`src/rtl/arb_mux_n_pkg.sv`:
```
// Shared definitions for the parametrised channel arbiter/mux: default
// sizes, the arbitration mode encoding and a constant-evaluable log2 helper.
package arb_mux_n_pkg;

    localparam int DEFAULT_WIDTH    = 8;
    localparam int DEFAULT_CHANNELS = 8;

    typedef enum logic {
        MODE_FIXED = 1'b0,
        MODE_RR    = 1'b1
    } mode_e;

    // Smallest n with 2**n >= value; callers guarantee value >= 2.
    function automatic int clog2(input int value);
        int result;
        result = 0;
        while ((1 << result) < value) begin
            result++;
        end
        return result;
    endfunction

endpackage

```
`src/rtl/arb_mux_n_rr_pick.sv`:
```
// Wrap-around priority scan: starting just after ptr, return the first
// requesting channel. Purely combinational.
module rr_pick_n #(
    parameter int N     = 8,
    parameter int IDX_W = 3
) (
    input  logic [N-1:0]     req,
    input  logic [IDX_W-1:0] ptr,
    output logic [IDX_W-1:0] idx,
    output logic             found
);

    // Scan from the farthest position inward so the nearest request after ptr wins.
    always_comb begin
        found = 1'b0;
        idx   = '0;
        for (int k = N; k >= 1; k--) begin
            if (req[(int'(ptr) + k) % N]) begin
                found = 1'b1;
                idx   = IDX_W'((int'(ptr) + k) % N);
            end
        end
    end

endmodule

```
`src/rtl/arb_mux_n.sv`:
```
// N-way stream mux with a single registered output stage. The source channel
// is either chosen by sel (fixed mode) or round-robin among valid channels.
module arb_mux_n
    import arb_mux_n_pkg::*;
#(
    parameter int WIDTH    = DEFAULT_WIDTH,
    parameter int CHANNELS = DEFAULT_CHANNELS,
    localparam int SEL_W   = clog2(CHANNELS)
) (
    input  logic                      clk,
    input  logic                      rst,
    input  logic                      rr_en,
    input  logic [SEL_W-1:0]          sel,
    input  logic [CHANNELS*WIDTH-1:0] in_data,
    input  logic [CHANNELS-1:0]       in_valid,
    output logic [CHANNELS-1:0]       in_ready,
    output logic [WIDTH-1:0]          out_data,
    output logic [SEL_W-1:0]          out_chan,
    output logic                      out_valid,
    input  logic                      out_ready
);

    mode_e            mode;
    logic [SEL_W-1:0] ptr;
    logic [SEL_W-1:0] rr_idx;
    logic             rr_found;
    logic             fixed_grant;
    logic [SEL_W-1:0] candidate;
    logic             grant;
    logic             load_en;
    logic             xfer;
    logic [WIDTH-1:0] sel_data;

    assign mode = mode_e'(rr_en);

    rr_pick_n #(
        .N     (CHANNELS),
        .IDX_W (SEL_W)
    ) u_rr_pick (
        .req   (in_valid),
        .ptr   (ptr),
        .idx   (rr_idx),
        .found (rr_found)
    );

    // Fixed-mode grant; a sel beyond the last channel matches nothing.
    always_comb begin
        fixed_grant = 1'b0;
        for (int i = 0; i < CHANNELS; i++) begin
            if (sel == SEL_W'(i)) begin
                fixed_grant = in_valid[i];
            end
        end
    end

    // Mode mux and handshake: the output stage can take a beat when empty or draining.
    always_comb begin
        candidate = sel;
        grant     = fixed_grant;
        if (mode == MODE_RR) begin
            candidate = rr_idx;
            grant     = rr_found;
        end
        load_en = ~out_valid | out_ready;
        xfer    = rst & load_en & grant;
        for (int i = 0; i < CHANNELS; i++) begin
            in_ready[i] = xfer & (candidate == SEL_W'(i));
        end
    end

    // Pick the candidate channel's data slice.
    always_comb begin
        sel_data = '0;
        for (int i = 0; i < CHANNELS; i++) begin
            if (candidate == SEL_W'(i)) begin
                sel_data = in_data[i*WIDTH +: WIDTH];
            end
        end
    end

    // Output register and round-robin pointer; pointer only moves on RR transfers.
    always_ff @(posedge clk or negedge rst) begin
        if (!rst) begin
            out_valid <= 1'b0;
            out_data  <= '0;
            out_chan  <= '0;
            ptr       <= SEL_W'(CHANNELS - 1);
        end else if (xfer) begin
            out_valid <= 1'b1;
            out_data  <= sel_data;
            out_chan  <= candidate;
            if (mode == MODE_RR) begin
                ptr <= candidate;
            end
        end else if (out_ready) begin
            out_valid <= 1'b0;
        end
    end

endmodule
```
`config.mk`:
```
export PLATFORM = sky130hd
export DESIGN_NAME = arb_mux_n
export DESIGN_NICKNAME = d
export VERILOG_FILES = /design/src/rtl/arb_mux_n_pkg.sv /design/src/rtl/arb_mux_n_rr_pick.sv /design/src/rtl/arb_mux_n.sv
export SDC_FILE = /design/constraint.sdc
export NUM_CORES = 1
export LEC_CHECK = 0
export BUFFER_PORTS_ARGS = -buffer_cell sky130_fd_sc_hd__buf_2
export CAP_MARGIN = 20
export CORE_ASPECT_RATIO = 1.1
export CORE_MARGIN = 3
export CORE_UTILIZATION = 35
export CTS_BUF_LIST = sky130_fd_sc_hd__clkbuf_4 sky130_fd_sc_hd__clkbuf_8 sky130_fd_sc_hd__clkbuf_16
export CTS_CLUSTER_DIAMETER = 60
export DETAILED_ROUTE_END_ITERATION = 12
export RECOVER_POWER = 50
export SLEW_MARGIN = 25
export SYNTH_ARGS = -nofsm -noshare
export SYNTH_HDL_FRONTEND = slang
export SYNTH_SLANG_ARGS = --single-unit
```
`constraint.sdc`:
```
create_clock -name clk -period 11.3 [get_ports clk]
set_clock_uncertainty 0.2 [all_clocks]
set_input_delay 2.26 -clock clk [delete_from_list [all_inputs] [get_ports clk]]
set_output_delay 2.26 -clock clk [all_outputs]
set_load 0.02 [all_outputs]
```
# After elaboration in Yosys (flattened, before gate mapping)
# Index checks and enable logic that the tools add are counted.
dict set report word_totals {
  register_bits 15
  in_bits 79
  output_inout_bits 20
  word_cells 126
}
dict set report classes {
  addsub 8
  magnitude_cmp 8
  eq_ne 14
  n_mux 60
  bitwise_logic 20
  n_reduce_logical 12
}
# operator n
set op_table {}
lappend op_table {{8-bit 2-to-1 mux} 8}
lappend op_table {{4-bit by 5-bit less-than comparator with 1-bit output (second input constant)} 8}
lappend op_table {{1-bit 2-to-1 mux} 35}
lappend op_table {{3-bit 2-to-1 mux} 9}
lappend op_table {{1-bit binary-select mux with 3-bit select} 8}
lappend op_table {{3-bit == test (second input constant)} 8}
lappend op_table {{3-bit OR reduction} 8}
lappend op_table {{3-bit adder (second input constant)} 4}
lappend op_table {{3-bit by 2-bit == test with 1-bit output (second input constant)} 4}
lappend op_table {{1-bit AND} 10}
lappend op_table {{1-bit AND (first input constant)} 8}
lappend op_table {{3-bit by 1-bit adder with 3-bit output (second input constant)} 2}
lappend op_table {{3-bit by 2-bit adder with 3-bit output (second input constant)} 2}
lappend op_table {{3-bit by 1-bit == test with 1-bit output (second input constant)} 2}
lappend op_table {{3-bit zero test} 2}
lappend op_table {{2-bit AND reduction} 1}
lappend op_table {{2-bit nonzero test} 1}
lappend op_table {{1-bit NOT} 1}
lappend op_table {{1-bit bitwise OR} 1}

# Logic depth before layout (Yosys ltp)
dict set report depth {
  ltp_word 24
  mapped_depth 16
  depth_no_buf 12
}

# Hierarchy
# From an unflattened synthesis, not the netlist that was laid out.
dict set report unflattened {
  hier_cells 239
  hier_area_um2 2294.7
}
# mod n_inst cells_each area_per_inst_um2 seq_area_each_um2
set by_module_without_submodules {}
lappend by_module_without_submodules {arb_mux_n 1 162 1620.3 379.1}
lappend by_module_without_submodules {rr_pick_n 1 77 674.4 0.0}

# Least setup slack after synthesis
# Ideal clock, no wire load.
dict set report synth_path {
  path_kind {input-to-output}
  start {input in_valid[0]}
  end {output in_ready[3]}
  arrival_time_ns 4.634
  required_ns 8.840
  slack_ns 4.206
  path_stages 9
  n_path_buf 2
  cell_sequence {mux4_2 -> mux2_4 -> or3_1 -> a31oi_2 -> o21ai_2 -> and2_4 -> buf_6 -> buf_8 -> nor3_1}
}
dict set report synth_via {
  elab_chain_cells 14
  word_cells_on_any_way 53
  classes_between {1 x eq/ne; 50 x mux; 2 x bitwise}
}
# element line
set synth_rtl {}
lappend synth_rtl {{start: declaration} arb_mux_n.sv:15} ;# input logic [CHANNELS-1:0] in_valid,
lappend synth_rtl {{1-bit binary-select mux with 3-bit select} arb_mux_n_rr_pick.sv:18} ;# if (req[(int'(ptr) + k) % N]) begin
lappend synth_rtl {{1-bit 2-to-1 mux (not written as such) (2 in a row)} arb_mux_n_rr_pick.sv:18}
lappend synth_rtl {{3-bit 2-to-1 mux / 1-bit 2-to-1 mux (equally long branches) (8 in a row)} arb_mux_n_rr_pick.sv:18}
lappend synth_rtl {{3-bit 2-to-1 mux / 1-bit 2-to-1 mux (equally long branches)} arb_mux_n.sv:60} ;# if (mode == MODE_RR) begin
lappend synth_rtl {{3-bit by 2-bit == test with 1-bit output / 1-bit AND (equally long branches)} {arb_mux_n.sv:67, arb_mux_n.sv:65}}
lappend synth_rtl {{1-bit AND *} arb_mux_n.sv:67} ;# in_ready[i] = xfer & (candidate == SEL_W'(i));
lappend synth_rtl {{end: declaration} arb_mux_n.sv:16} ;# output logic [CHANNELS-1:0] in_ready,
# Mark *: on every way between the ends. The rest lies on a longest branch, timed or not. The select of a mux whose other input is x is not followed.

# Final worst setup path
dict set report layout_path {
  start {input in_valid[7]}
  end {output in_ready[3]}
}
# Same word-level chain as after synthesis.

==> impl_metrics.py <==
metrics = {
    "sta": {
        "setup_ws_ps": 3450,
        "rsz0062_at_grt": "no",
        "fin_crit_sh_pct": 69.5,
        "slew_headroom_pct": 34.3,
        "setup_viol": 0,
        "drv_slew": 0,
        "hold_viol_final": 0,
        "fmax_mhz": 127,
        "worst_slew_pin_slew_ps": 986,
        "min_period_ps": 7850,
        "fin_setup_tns_ps": 0,
    },
    "yosys": {
        "synthArstFlopShare_pct": 100,
        "synthCells": 260,
        "synth_cell_types": 61,
        "ys_seq_area_share_pct": 17.3,
        "netlist_area_mm2": 0.00219,
        "ys.flop_type": "dfrtp_1",
        "avgSynthCellArea_um2": 8.43,
        "ys.warnings.count": 0,
        "synth_fp_nets": 341,
        "ys_ff_latch": 15,
        "synth_edf_count": 0,
    },
    "critical_path": {
        "critPathMaxStageDelay_ps": 630,
        "reg2reg_from": "ptr[0]$_DFFE_PN1P_",
        "timing.rr.end": "out_data[1]$_DFFE_PN0P_",
        "crit_family": "simple AND/OR/NAND/NOR gates",
        "crit_chain": "buf_2 -> mux4_1 -> or4_1 -> nor4_1 -> a31o_2 -> clkinv_1 -> nand2_1 -> nor3_1 -> buf_2",
        "crit_fanout": 22,
        "crit_path_end": "in_ready[3]",
        "r2r_cells": 12,
        "critPathBufInv": 3,
        "cp-start-kind": "primary input",
        "path_class": "primary input to primary output",
        "critPathLaunch": "in_valid[7]",
        "rrSetupSlack_ps": 6600,
        "critPathMostFrequentCell": "buf_2",
        "cp_slowest_cell": "or4_1",
        "cp_data_required_time_ps": 8840,
        "endpoint_kind": "primary output",
        "crit_cells": 9,
        "cp.arrival_ps": 5390,
    },
    "route": {
        "routed.top_layer": "met4",
        "drc": 0,
        "vias": 2382,
        "routed_wl_um": 7180,
        "wire_per_inst_um": 17.0,
        "wl_met2_um": 3500,
        "wl_met1_um": 3100,
        "first_iter_violations": 198,
        "dr.pass1.iters": 4,
        "final_antenna_net_count": 0,
        "vias_per_cell": 5.66,
        "wl_met3_um": 502,
    },
    "cells_and_area": {
        "syn2layout_area_growth_pct": 22.0,
        "fin_nets": 426,
        "fillers": 591,
        "design_area_mm2": 0.00267,
        "num_antenna_cells": 0,
        "layout_commonest_cell": "buf_2",
        "final_cell_mix": "buf_2 (87), nand2_1 (41), o21ai_0 (21)",
        "layout-drive-gt1-share_pct": 36.9,
    },
    "global_route": {
        "track_usage_pct": 19.5,
        "overflow": 0,
        "grt_pass1_wl_um": 11100,
        "grt_max_degree": 34,
        "grt_pass1_vias": 2217,
        "grt_antenna_before_repair": 0,
    },
    "floorplanning": {
        "fp.dieW_um": 81.5,
        "die-area_mm2": 0.00725,
        "ios": 99,
        "dieHeight_um": 89.0,
        "initial_core_util_pct": 37.1,
        "coreArea_mm2": 0.00591,
        "fp-row-count": 29,
    },
    "placement": {
        "pre_cts_ws_ps": 3510,
        "dpl.hpwl_um": 5580,
        "port_buffers": 98,
        "placed_cell_area_mm2": 0.00264,
        "place_congestion": 0.914,
    },
    "job": {
        "drv_cap": 0,
    },
    "power_and_ir_drop": {
        "leakage_uw": 0.00118,
        "p_per_area_mw_per_mm2": 345,
        "ir_worst_vdd_uv": 123,
    },
    "clocking": {
        "cts.hold.buffers_added": 0,
        "cts-root-buf": "clkbuf_8",
        "numCtsBuffers": 3,
        "clock_latency_ps": 240,
        "postCtsSetupBuffers": 0,
        "clock-sinks": 15,
        "cts_resized": 0,
        "htree_levels": 1,
        "clk_pin_slew_worst_paths_ps": 60,
        "clock_path_buffers": 2,
        "cts_tree": "done",
    },
    "outcome": {
        "status": "finished, final reports clean",
    },
    "worst_hold_path": {
        "whs_path_depth": 2,
        "hold_class": "register to register",
    },
}
[worst reg2reg max path: cells and delay by family (launching register included)]
family	cells	cell delay [ps]
AO/OA/AOI/OAI	6	1820
adder cells (fa/ha/maj)	1	500
buffers and inverters	1	160
flip-flops	1	770
multiplexers	2	760
AND/OR/NAND/NOR	2	350
[state kept, by name (all words and copies together), names as in the netlist]
signal	count
out_chan	3
out_data	8
ptr	3
out_valid	1
[power breakdown]
group | switching (uW) | total, uW | internal, uW
clock network | 18.0 | 45.3 | 27.3
logic | 464 | 753 | 288
registers | 40.9 | 124 | 83.0
total | 523 | 922 | 399
[through the flow]
| stage | std cells | power, uW | hold WS, ps | utilization [%] |
|---|---|---|---|---|
| final | 421 | 922 | 299 | 45.2 |
| after floorplan | 260 | 746 | 385 | - |
| after global routing | 421 | 998 | 325 | 45.2 |
| after global placement | 417 | 869 | 269 | 44.6 |
| after CTS | 421 | 922 | 301 | 45.4 |
| after detailed placement | 417 | 874 | 286 | 44.6 |
[Yosys cell counts, types with 6 or more instances]
library cell  count  area (um2)
a21oi_1           8        40.0
a22oi_1           6        45.0
buf_2             6        30.0
dfrtp_1          12         300
inv_1             7        26.3
mux2i_1          19         190
mux4_2           10         225
nand2_1          42         158
nand3_1           8        40.0
nor2_1           18        67.6
o21ai_0          21         105
o21ai_1           6        30.0
o31ai_2           6        75.1
[area by class of cell]
cell class / count / area (um2) / area share [%]
well taps: 77 / 96.3 / 3.60
clock buffers: 4 / 48.8 / 1.82
multi-input cells: 219 / 1640 / 61.4
flip-flops and latches: 15 / 379 / 14.2
inverters: 8 / 30.0 / 1.12
repair buffers: 98 / 477 / 17.8
[per-layer routing]
metal | vias up | GRT usage [%]
met1 | 1133 | 27.5
met4 | 0 | 3.07
met3 | 6 | 2.92
li1 | 1148 | -
met5 | - | 0
met2 | 95 | 32.1
[how the worst min path moves through the flow]
stage / start / end / slack [ps]
floorplan: out_chan[0]$_DFFE_PN0P_ / out_chan[0]$_DFFE_PN0P_ / 390
global placement: out_data[1]$_DFFE_PN0P_ / out_data[1]$_DFFE_PN0P_ / 270
detailed placement: out_data[3]$_DFFE_PN0P_ / out_data[3]$_DFFE_PN0P_ / 290
CTS: out_data[3]$_DFFE_PN0P_ / out_data[3]$_DFFE_PN0P_ / 300
global route: out_chan[0]$_DFFE_PN0P_ / out_chan[0]$_DFFE_PN0P_ / 330
finish: out_data[2]$_DFFE_PN0P_ / out_data[2]$_DFFE_PN0P_ / 300
[kinds of logic (layout without fill, tap and decap cells)]
kind of cell               Yosys count  after routing  share of synthesized area [%]
buffers and inverters               26            110                           7.88
AOI/OAI and AO/OA                   84             84                           28.0
muxes                               35             35                           23.4
DFF                                 15             15                           17.3
and+or+nand+nor                     92             92                           19.9
xor gates and xnor gates             6              6                           2.40
adders and majority gates            2              2                           1.14
Note: power is estimated with default switching activity, not from simulation.
